`config.mk`:
```
export PLATFORM = sky130hd
export DESIGN_NAME = bus_arbiter
export DESIGN_NICKNAME = d
export VERILOG_FILES = /design/src/rtl/bus_arbiter_pkg.sv /design/src/rtl/bus_arbiter_rr_picker.sv /design/src/rtl/bus_arbiter.sv
export SDC_FILE = /design/constraint.sdc
export NUM_CORES = 1
export LEC_CHECK = 0
export CORE_UTILIZATION = 45
export CTS_CLUSTER_SIZE = 40
export DETAILED_ROUTE_END_ITERATION = 10
export GPL_TIMING_DRIVEN = 0
export PLACE_DENSITY = 0.92
export RECOVER_POWER = 50
export SLEW_MARGIN = 15
export SYNTH_ARGS = -nofsm -noshare
export SYNTH_HDL_FRONTEND = slang
export SYNTH_SLANG_ARGS = --single-unit
```
`constraint.sdc`:
```
create_clock -name clock -period 9.5 [get_ports clock]
set_input_delay 2.85 -clock clock [delete_from_list [all_inputs] [get_ports clock]]
set_output_delay 2.85 -clock clock [all_outputs]
set_load 0.02 [all_outputs]
```
`src/rtl/bus_arbiter_pkg.sv`:
```
// bus_arbiter_pkg
//   Shared constants for the CPU6 / DMA bus arbiter: bus widths, owner
//   encoding, grant-state encoding and the round-robin advance helper.
//   No ports (package).

package bus_arbiter_pkg;

  localparam int ADDR_W = 16;
  localparam int DATA_W = 8;

  // Owner encoding seen on the owner output.
  localparam logic [1:0] OWN_NONE = 2'd0;
  localparam logic [1:0] OWN_CPU  = 2'd1;
  localparam logic [1:0] OWN_DMA  = 2'd2;

  // Grant states share the owner encoding so owner is the state register.
  localparam logic [1:0] ST_IDLE = OWN_NONE;
  localparam logic [1:0] ST_CPU  = OWN_CPU;
  localparam logic [1:0] ST_DMA  = OWN_DMA;

  // Next round-robin pointer after idx wins, wrapping modulo num.
  function automatic logic [1:0] rr_advance(input logic [1:0] idx, input int num);
    if (idx == 2'(num - 1)) return 2'd0;
    return idx + 2'd1;
  endfunction

endpackage

```
`src/rtl/bus_arbiter_rr_picker.sv`:
```
// bus_arbiter_rr_picker
//   Combinational round-robin priority encoder. Picks the lowest requesting
//   index at or after the rr pointer, wrapping modulo NUM_DMA.
// Ports:
//   req    in  NUM_DMA  request vector
//   rr     in  2        round-robin start pointer (< NUM_DMA)
//   grant  out 2        winning index (valid only when valid=1)
//   valid  out 1        at least one request present

module bus_arbiter_rr_picker #(
  parameter int NUM_DMA = 2
) (
  input  logic [NUM_DMA-1:0] req,
  input  logic [1:0]         rr,
  output logic [1:0]         grant,
  output logic               valid
);

  logic [NUM_DMA-1:0] rot;
  logic [2:0]         sum;

  // Rotate so the rr position lands at bit 0; the first set bit is then
  // the winner counted as an offset from rr.
  assign rot = (req >> rr) | (req << (NUM_DMA - int'(rr)));

  always_comb begin
    grant = 2'd0;
    valid = 1'b0;
    sum   = 3'd0;
    for (int i = 0; i < NUM_DMA; i++) begin
      if (!valid && rot[i]) begin
        valid = 1'b1;
        sum   = 3'(i) + {1'b0, rr};
        if (sum >= 3'(NUM_DMA)) sum = sum - 3'(NUM_DMA);
        grant = sum[1:0];
      end
    end
  end

endmodule

```
`src/rtl/bus_arbiter.sv`:
```
// bus_arbiter
//   Shares the 16-bit address / 8-bit data memory bus between CPU6 and
//   NUM_DMA DMA requesters. Round-robin DMA priority, CPU starvation guard
//   (HOLD_MAX), registered bus outputs and registered read return.
//   Optional macro ARB_LOCK_EN adds dma_lock for locked DMA bursts.
// Ports:
//   clock, reset (async, active-high)
//   cpu_req/cpu_we/cpu_addr/cpu_wdata  CPU request side
//   cpu_ready (comb), cpu_rdata (registered)
//   dma_req/dma_we/dma_addr/dma_wdata  packed DMA request side
//   dma_ack (one-hot pulse while the slot is on the bus), dma_rdata
//   mem_addr/mem_wdata/mem_we (registered bus), mem_rdata (bus read data)
//   owner  current bus slot owner (0 none, 1 CPU, 2 DMA)
//   dma_lock (ARB_LOCK_EN only)  hold the bus for the current DMA owner
//
// state | meaning
// IDLE  | no access driven on the bus this cycle
// CPU   | CPU access on the bus this cycle
// DMA   | DMA access (requester cur_idx) on the bus this cycle

module bus_arbiter
  import bus_arbiter_pkg::*;
#(
  parameter int NUM_DMA  = 2,
  parameter int HOLD_MAX = 8
) (
  input  logic                      clock,
  input  logic                      reset,
  input  logic                      cpu_req,
  input  logic                      cpu_we,
  input  logic [ADDR_W-1:0]         cpu_addr,
  input  logic [DATA_W-1:0]         cpu_wdata,
  output logic                      cpu_ready,
  output logic [DATA_W-1:0]         cpu_rdata,
  input  logic [NUM_DMA-1:0]        dma_req,
  input  logic [NUM_DMA-1:0]        dma_we,
  input  logic [ADDR_W*NUM_DMA-1:0] dma_addr,
  input  logic [DATA_W*NUM_DMA-1:0] dma_wdata,
`ifdef ARB_LOCK_EN
  input  logic [NUM_DMA-1:0]        dma_lock,
`endif
  output logic [NUM_DMA-1:0]        dma_ack,
  output logic [DATA_W-1:0]         dma_rdata,
  output logic [ADDR_W-1:0]         mem_addr,
  output logic [DATA_W-1:0]         mem_wdata,
  output logic                      mem_we,
  input  logic [DATA_W-1:0]         mem_rdata,
  output logic [1:0]                owner
);

  localparam logic [7:0] HOLD_LIM = 8'(HOLD_MAX);

  logic [1:0]         state, nxt_state;
  logic [1:0]         cur_idx, nxt_idx;
  logic [1:0]         rr, nxt_rr;
  logic [7:0]         starve, nxt_starve;
  logic               pick_valid;
  logic [1:0]         pick_idx;
  logic               lock_hit;
  logic [ADDR_W-1:0]  sel_addr;
  logic [DATA_W-1:0]  sel_wdata;
  logic               sel_we;
  logic [NUM_DMA-1:0] sel_ack;

  bus_arbiter_rr_picker #(.NUM_DMA(NUM_DMA)) u_picker (
    .req   (dma_req),
    .rr    (rr),
    .grant (pick_idx),
    .valid (pick_valid)
  );

`ifdef ARB_LOCK_EN
  // The current DMA owner keeps the bus while it still requests with lock.
  always_comb begin
    lock_hit = 1'b0;
    for (int i = 0; i < NUM_DMA; i++) begin
      if (state == ST_DMA && cur_idx == 2'(i) && dma_lock[i] && dma_req[i])
        lock_hit = 1'b1;
    end
  end
`else
  assign lock_hit = 1'b0;
`endif

  always_comb begin
    nxt_state  = ST_IDLE;
    nxt_idx    = cur_idx;
    nxt_rr     = rr;
    nxt_starve = starve;
    if (cpu_req && starve == HOLD_LIM) begin
      nxt_state  = ST_CPU;
      nxt_starve = 8'd0;
    end else if (lock_hit || pick_valid) begin
      nxt_state = ST_DMA;
      // A locked burst keeps the owner and freezes the rr pointer.
      if (!lock_hit) begin
        nxt_idx = pick_idx;
        nxt_rr  = rr_advance(pick_idx, NUM_DMA);
      end
      if (cpu_req && starve != HOLD_LIM) nxt_starve = starve + 8'd1;
    end else if (cpu_req) begin
      nxt_state  = ST_CPU;
      nxt_starve = 8'd0;
    end
  end

  always_comb begin
    sel_addr  = cpu_addr;
    sel_wdata = cpu_wdata;
    sel_we    = cpu_we;
    sel_ack   = '0;
    if (nxt_state == ST_DMA) begin
      for (int i = 0; i < NUM_DMA; i++) begin
        if (nxt_idx == 2'(i)) begin
          sel_addr   = dma_addr[i*ADDR_W +: ADDR_W];
          sel_wdata  = dma_wdata[i*DATA_W +: DATA_W];
          sel_we     = dma_we[i];
          sel_ack[i] = 1'b1;
        end
      end
    end
  end

  // CPU6 advances on the same edge that captures its access.
  assign cpu_ready = !reset && cpu_req && (nxt_state == ST_CPU);
  assign owner     = state;

  always_ff @(posedge clock or posedge reset) begin
    if (reset) begin
      state     <= ST_IDLE;
      cur_idx   <= 2'd0;
      rr        <= 2'd0;
      starve    <= 8'd0;
      dma_ack   <= '0;
      mem_addr  <= '0;
      mem_wdata <= '0;
      mem_we    <= 1'b0;
      cpu_rdata <= '0;
      dma_rdata <= '0;
    end else begin
      state   <= nxt_state;
      cur_idx <= nxt_idx;
      rr      <= nxt_rr;
      starve  <= nxt_starve;
      dma_ack <= sel_ack;
      if (nxt_state != ST_IDLE) begin
        mem_addr  <= sel_addr;
        mem_wdata <= sel_wdata;
        mem_we    <= sel_we;
      end else begin
        mem_we <= 1'b0;
      end
      // Read return: capture the bus data at the end of the slot it was driven in.
      if (state == ST_CPU && !mem_we) cpu_rdata <= mem_rdata;
      if (state == ST_DMA && !mem_we) dma_rdata <= mem_rdata;
    end
  end

endmodule

```
**Word level (Yosys, flattened, before mapping)**

Index checks and enable logic that the tools add are counted.

- Bitwise operators: 2
- Shift operators: 2
- Reductions and logical operators: 15
- $add $sub $neg: 6
- Order comparisons: 2
- Equal/unequal tests: 9
- Muxes and demuxes: 33

Operators by type and width:

| cell | count |
|---|---|
| two-way mux 8 bit | 7 |
| two-way mux 16 bit | 3 |
| << shifter 2 x 32 -> 2 bit | 1 |
| two-way mux 2 bit | 11 |
| two-way mux 1 bit | 12 |
| adder 8 x 1 -> 8 bit (second input constant) | 1 |
| equality test 2 x 1 -> 1 bit (second input constant) | 4 |
| equality test 8 x 4 -> 1 bit (second input constant) | 1 |
| != test 8 x 4 -> 1 bit (second input constant) | 1 |
| logical AND 1 bit | 7 |
| equality test 2 bit (second input constant) | 2 |
| AND reduction 2 bit | 2 |
| subtractor 2 bit (second input constant) | 2 |
| adder 1 x 2 -> 3 bit (first input constant) | 1 |
| >= comparator 3 x 2 -> 1 bit (second input constant) | 1 |
| zero test 1 bit | 3 |
| != test 3 x 1 -> 1 bit (second input constant) | 1 |
| nonzero test 3 bit | 1 |
| subtractor 2 x 2 -> 3 bit (first input constant) | 1 |
| adder 2 x 1 -> 2 bit (second input constant) | 1 |
| >= comparator 2 bit (second input constant) | 1 |
| zero test 2 bit | 1 |
| OR 2 bit | 1 |
| nonzero test 2 bit | 1 |
| 2 further kinds | 2 |

- Output and inout bits: 46
- Input bits: 88
- Logic and storage cells: 79
- Register bits: 57

**Depth between registers and ports, before layout**

Gate-level depths: netlist (run 1).

- Depth in word-level cells: 14
- Mapped depth: 9
- Depth with buffers taken out: 8

**By module**

From an unflattened synthesis (run 1), not the netlist that was laid out.

- Cells, all modules: 223
- Area, all modules: 2717.6 sq um

Modules (own cells, without submodules):

| module | times used | seq. area each (sq um) | cells an instance | area each (sq um) |
|---|---|---|---|---|
| bus_arbiter | 1 | 1376.3 | 211 | 2598.7 |
| bus_arbiter_rr_picker | 1 | 0.0 | 12 | 118.9 |

**Least setup slack after synthesis (run 1)**

Ideal clock, no wire load.

- Path type: input to output
- From: input port reset
- To: output port cpu_ready
- Path slack: 2.206 ns
- Arrival: 4.444 ns
- Cell stages on the path: 2
- Buffers on the path: 0
- Cell sequence: inv_1 and3_1

- Cells in the longest elaborated chain, start to end: 3

Ends and longest elaborated chain:

| item | RTL line | text |
|---|---|---|
| start: declaration | bus_arbiter.sv:28 | `input logic reset,` |
| zero test 1 bit (no source line) | - |  |
| logical AND 1 bit (2 in a row) | bus_arbiter.sv:125 | `assign cpu_ready = !reset && cpu_req && (nxt_state == ST_CPU);` |
| end: declaration | bus_arbiter.sv:33 | `output logic cpu_ready,` |

Every way passes these cells.

**Final worst setup path (run 1)**

Same ends and word-level chain as after synthesis.

==> summary.txt, run 1 <==
PortBufs: 132
num rows: 28
worst-margin pin slew: 0.899 ns
Worst setup EP type: output port
Hold Crit Class: register to register
fraction of registers with async set/reset: 1.00
metal3 WL: 716 microns
# DRC: 0
maximum VDD drop: 0.181 mV
total power: 0.00139 W
first-pass GRT wire length: 12.8 mm
Syn Nets: 377
Root Buffer: clkbuf_8
crit path kind: input pin to output port
M1 WL: 3.16 mm
CP top delay family: buffers and inverters
CP Launch Type: input pin
Slowest cell on crit path: inv_1
Synth-to-Final Area Change: 52.4%
layout cells sized above 1: 0.101
wire length per cell: 16.6 microns
Synth Instances: 284
GPL Wtd Cong: 0.906
distinct cell type count after synthesis: 42
final instance area: 4450 sq um
top sig layer: met4
dpl hpwl: 6.46 mm
synthesized area: 2920 sq um
fraction of the mapped netlist area in simple logic gates: 0.173
CP Max Fanout: 36
post-CTS setup buffers: 0
Post-synth EDFFs: 0
P_leak: 1.84 nW
die area: 6820 sq um
Worst EP arrival: 5.14 ns
Final nets: 517
gr ovfl total: 0
Core ar.: 6100 sq um
PwrDens: 313 nW/um^2
initial antenna violation count: 0
Final Slew Violations: 0
Hold Vio Cnt, Final: 0
Layout Skew: 0.0131 ns
commonest non-fill, non-tap cell in the layout: clkdlybuf4s50_1
Tcrit/Tclk final: 0.841
Synth Area in Adders: 0.0214
Horiz. Die Dim: 82.6 microns
wire length on met2: 4.36 mm
antenna diode count: 0
Avg Inst Size Synth: 10.3 sq um
remaining antenna violation count after routing: 0
post-cts resize count: 0
CTS Buf Count: 5
status: finished, final reports clean
most frequent cells in the layout: clkdlybuf4s50_1 (116), dfrtp_1 (55), inv_1 (32)
synth top area cells: dfrtp_1 (47%), mux2_2 (6.2%), nor4b_1 (5.4%)
overall routing resource usage: 0.253
Die Y: 82.6 microns
placed insts: 492
xor-xnor portion of the synthesized cell area: 0.00900
1st-pass router iterations: 4
post-DR vias/cell: 5.58
final setup TNS: 0 ns
Reg area: 1380 sq um
Yosys warning count: 0
mux contribution to synthesized area: 0.0925
clk buf depth: 2
fill cell count: 448
Iteration-0 DRC Markers: 178
Max-Cap Viols: 0
Seq cells post-synth: 55
CTS clk-pin slew, worst paths: 0.10 ns
minimum clock period: 7.99 ns
Starting Density: 0.479
via count: 2,792
Critical Path RT: 6.65 ns
worst-path cell chain: dlygate4sd3_1, inv_1, buf_12, and3_1, clkdlybuf4s50_1
share of the synthesized area in the top cell type: 0.471
Routed Wire Length: 8.30 mm
largest net degree at the start of global routing: 37
vias in the first global route: 2,796
Hold Buf Count CTS: 0
area occupied by multi-input gates: 1320 sq um
RSZ-0062 raised after global routing: false
CTS sink count: 55
CTS tree: built
largest family of logic cells by synthesized area: simple AND/OR/NAND/NOR gates
Post-DP Area: 4360 sq um
area fraction in compound gates after synthesis: 0.156
Setup violations, final: 0
Max Fclk: 0.125 GHz
CP Buf/Inv Count: 4
htree depth: 2
Yosys top cell by area: dfrtp_1
Rel. slew slack: 0.400
Seq/Total Area, Yosys: 0.471
Largest stage delay, worst path: 0.65 ns
Final Non-Filler Cells: 500
top_reg_cell synth: dfrtp_1
Hold Slack: 0.495 ns
Clock Latency Late Sink: 0.31 ns
Boundary Pins: 134
==> metrics by stage <==
stage | utilization | setup slack [ns]
after floorplan | - | 2.21
after global placement | 0.711 | 0.862
after detailed placement | 0.714 | 1.53
after CTS | 0.730 | 1.54
after global routing | 0.730 | 1.33
final | 0.730 | 1.51
==> synthesized netlist by cell type, types with 2 or more instances <==
master	number
o21ai_1	2
nand2_1	14
o2bb2ai_1	2
o21ai_0	3
and3_1	2
a31oi_1	17
a21oi_1	5
mux2i_1	9
dfrtp_1	55
ha_1	5
buf_2	10
and2_1	5
nor2b_1	2
xor2_1	2
clkbuf_1	7
a21o_1	2
nand2b_1	3
nand4_1	2
nand3_1	19
mux2_2	16
inv_1	32
nor3_1	2
nor3b_2	2
nor4b_1	18
o221ai_1	7
nor2_1	8
o211ai_1	17
o22ai_1	2
==> flip-flops by register name (all words and copies together) (netlist names), 2 cells and up <==
name and count:
rr 2, mem_addr 16, starve 8, dma_ack 2, owner 2, dma_rdata 8, mem_wdata 8, cpu_rdata 8
==> cells by family after synthesis <==
logic type / Yosys count
AND/OR/NAND/NOR: 82
XOR/XNOR: 3
AO/OA/AOI/OAI: 63
adder cells (fa/ha/maj): 5
buffers and inverters: 51
flip-flops: 55
multiplexers: 25
==> metal layers <==
layer  GRT usage  up-vias
met5           0        -
met4      0.0672        0
met3      0.0681        4
met2       0.465      142
met1       0.289     1328
li1            -     1318
==> tightest hold or removal path, delay by kind of cell, from the launching register on <==
family | cells | cell delay (ns)
simple gates | 1 | 0.05
flops | 1 | 0.35
compound gates | 1 | 0.06
==> path summary, 6_finish.rpt <==
path	from	to	cells past startpoint	slack, ns
max	reset	cpu_ready	5	1.51
min	mem_addr[13]	mem_addr[13]	2	0.50
max reg2reg	rr[0]	mem_addr[8]	9	6.85
min reg2reg	mem_addr[13]	mem_addr[13]	2	0.50
max in group asynchronous	reset	starve[2]	3	5.65
min in group asynchronous	reset	mem_wdata[0]	2	3.16
==> report_power, final <==
part           switching (W)  leakage [nW]  internal [W]
clock              0.0000820        0.0443     0.0000530
sequential         0.0000688         0.667      0.000347
combinational       0.000455          1.13      0.000386
total               0.000606          1.84      0.000785
==> area by class of cell <==
type                    instances  share of cell area
flip-flops and latches         55               0.309
repair buffers                133               0.301
multi-input cells             178               0.297
inverters                      32              0.0270
plain buffers                  19              0.0233
well taps                      75              0.0211
clock buffers                   5              0.0155
clock inverters                 3             0.00562
Power figures use the tool's default switching activity.
==> run 2: changes to the inputs <==
CORE_UTILIZATION = 42   (was 45)
PLACE_DENSITY = 0.87   (was 0.92)
clock period = 7.65 ns   (was 9.5 ns; I/O delays follow)
==> run 2 against run 1 <==
Against the previous run: sequential share of layout area decreased by 0.052 points; flip-flop and latch count is the same; clock skew grew 0.0033 ns; first-iteration DRC count is 44% lower; sequential power grew 25%; power up 24%; non-clock buffer count stayed put; critical endpoint unchanged; largest cell class unchanged.
==> summary.txt, run 2 (synthesis results as in run 1) <==
status: finished, final reports clean
final critical-path setup slack: 0.644 ns
PortBufs: 132
minimum clock period: 7.01 ns
Iteration-0 DRC Markers: 99
CTS sink count: 55
CP Max Fanout: 29
final setup TNS: 0 ns
post-DR vias/cell: 5.55
Critical Path RT: 5.36 ns
most frequent cells in the layout: clkdlybuf4s50_1 (116), dfrtp_1 (55), inv_1 (32)
CTS Buf Count: 5
post-cts resize count: 0
layout cells sized above 1: 0.101
CTS clk-pin slew, worst paths: 0.10 ns
antenna diode count: 0
Final nets: 517
via count: 2,805
Most flops, register: mem_addr
num rows: 30
Final Slew Violations: 0
GPL Wtd Cong: 0.831
Hold Slack: 0.491 ns
Tcrit/Tclk final: 0.916
CP Launch Type: input pin
1st-pass router iterations: 4
htree depth: 2
Clock Latency Late Sink: 0.32 ns
dpl ws: 0.786 ns
Core ar.: 6760 sq um
die area: 7290 sq um
CP top delay family: buffers and inverters
dpl hpwl: 6.16 mm
maximum VDD drop: 0.202 mV
worst-margin pin slew: 1.10 ns
Boundary Pins: 134
Synth-to-Final Area Change: 52.6%
Max-Cap Viols: 0
RSZ-0062 raised after global routing: false
Hold Buf Count CTS: 0
vias in the first global route: 2,757
CP Buf/Inv Count: 4
Setup violations, final: 0
Worst setup EP type: output port
max FFs per register: 16
overall routing resource usage: 0.223
remaining antenna violation count after routing: 0
Hold Vio Cnt, Final: 0
Max Fclk: 0.143 GHz
crit path kind: input pin to output port
Worst EP arrival: 4.71 ns
largest net degree at the start of global routing: 30
PwrDens: 388 nW/um^2
CTS tree: built
Die Y: 85.4 microns
P_leak: 1.85 nW
final instance area: 4460 sq um
clk buf depth: 2
wire length per cell: 16.1 microns
Largest stage delay, worst path: 0.80 ns
Routed Wire Length: 8.12 mm
Hold Crit Class: register to register
Root Buffer: clkbuf_8
commonest non-fill, non-tap cell in the layout: clkdlybuf4s50_1
Slowest cell on crit path: inv_1
first-pass GRT wire length: 12.8 mm
Starting Density: 0.432
Rel. slew slack: 0.264
# DRC: 0
Horiz. Die Dim: 85.4 microns
post-CTS setup buffers: 0
gr ovfl total: 0
initial antenna violation count: 0
worst-path cell chain: dlygate4sd3_1, inv_1, buf_12, and3_1, clkdlybuf4s50_1
Post-DP Area: 4360 sq um
Layout Skew: 0.0164 ns
==> run 2: cell count changes in the layout (fill, tap and decap cells not counted), sizes merged <==
cell / before / now
inv: 32 / 34
clkinv: 2 / 1
clkinvlp: 1 / 0
==> run 2: path summary, 6_finish.rpt <==
path	slack, ns	endpoint	cells past startpoint	start
setup / recovery	0.64	cpu_ready	5	reset
hold / removal	0.49	mem_addr[9]	2	mem_addr[9]
setup reg to reg	5.04	mem_wdata[4]	8	rr[0]
hold reg to reg	0.49	mem_addr[9]	2	mem_addr[9]
max in group asynchronous	4.23	dma_ack[0]	3	reset
min in group asynchronous	2.70	dma_rdata[6]	2	reset
==> run 2: power by group <==
group / total, W / switching, W / internal, W
combinational: 0.00104 / 0.000563 / 0.000478
sequential: 0.000517 / 0.0000864 / 0.000430
clock: 0.000172 / 0.000104 / 0.0000676
==> run 2: metal layers <==
metal,track usage,vias up,wire (microns),part of all wire
met4,0.0773,0,195,0.024
met5,0,-,0,0
met2,0.397,122,4030,0.50
li1,-,1318,-,-
met3,0.0467,17,536,0.066
met1,0.269,1348,3360,0.41
==> run 2: final cells by class <==
| class | count | area (sq um) |
|---|---|---|
| Buffer | 19 | 104 |
| Inverter | 32 | 120 |
| Clock buffer | 5 | 68.8 |
| Timing Repair Buffer | 133 | 1340 |
| Fill cell | 539 | 2300 |
| Tap cell | 80 | 100 |
| Clock inverter | 3 | 26.3 |
| Multi-Input combinational cell | 178 | 1320 |
| Sequential cell | 55 | 1380 |
==> run 2: worst register-to-register path, stage by stage (launching register included) <==
cell      delay (ns)
dfrtp_1         0.54
inv_1           0.15
ha_1            0.32
nor2_1          0.21
o21ai_0         0.20
a22oi_2         0.41
clkbuf_1        0.44
a31oi_1         0.16
o211ai_1        0.12
==> run 2: through the flow <==
stage / cells / total power [W] / util
2_1_floorplan: 284 / 0.00113 / -
3_3_place_gp: 496 / 0.00153 / 0.643
3_5_place_dp: 497 / 0.00156 / 0.646
4_1_cts: 505 / 0.00174 / 0.660
5_1_grt: 505 / 0.00183 / 0.660
6_report: 505 / 0.00173 / 0.660
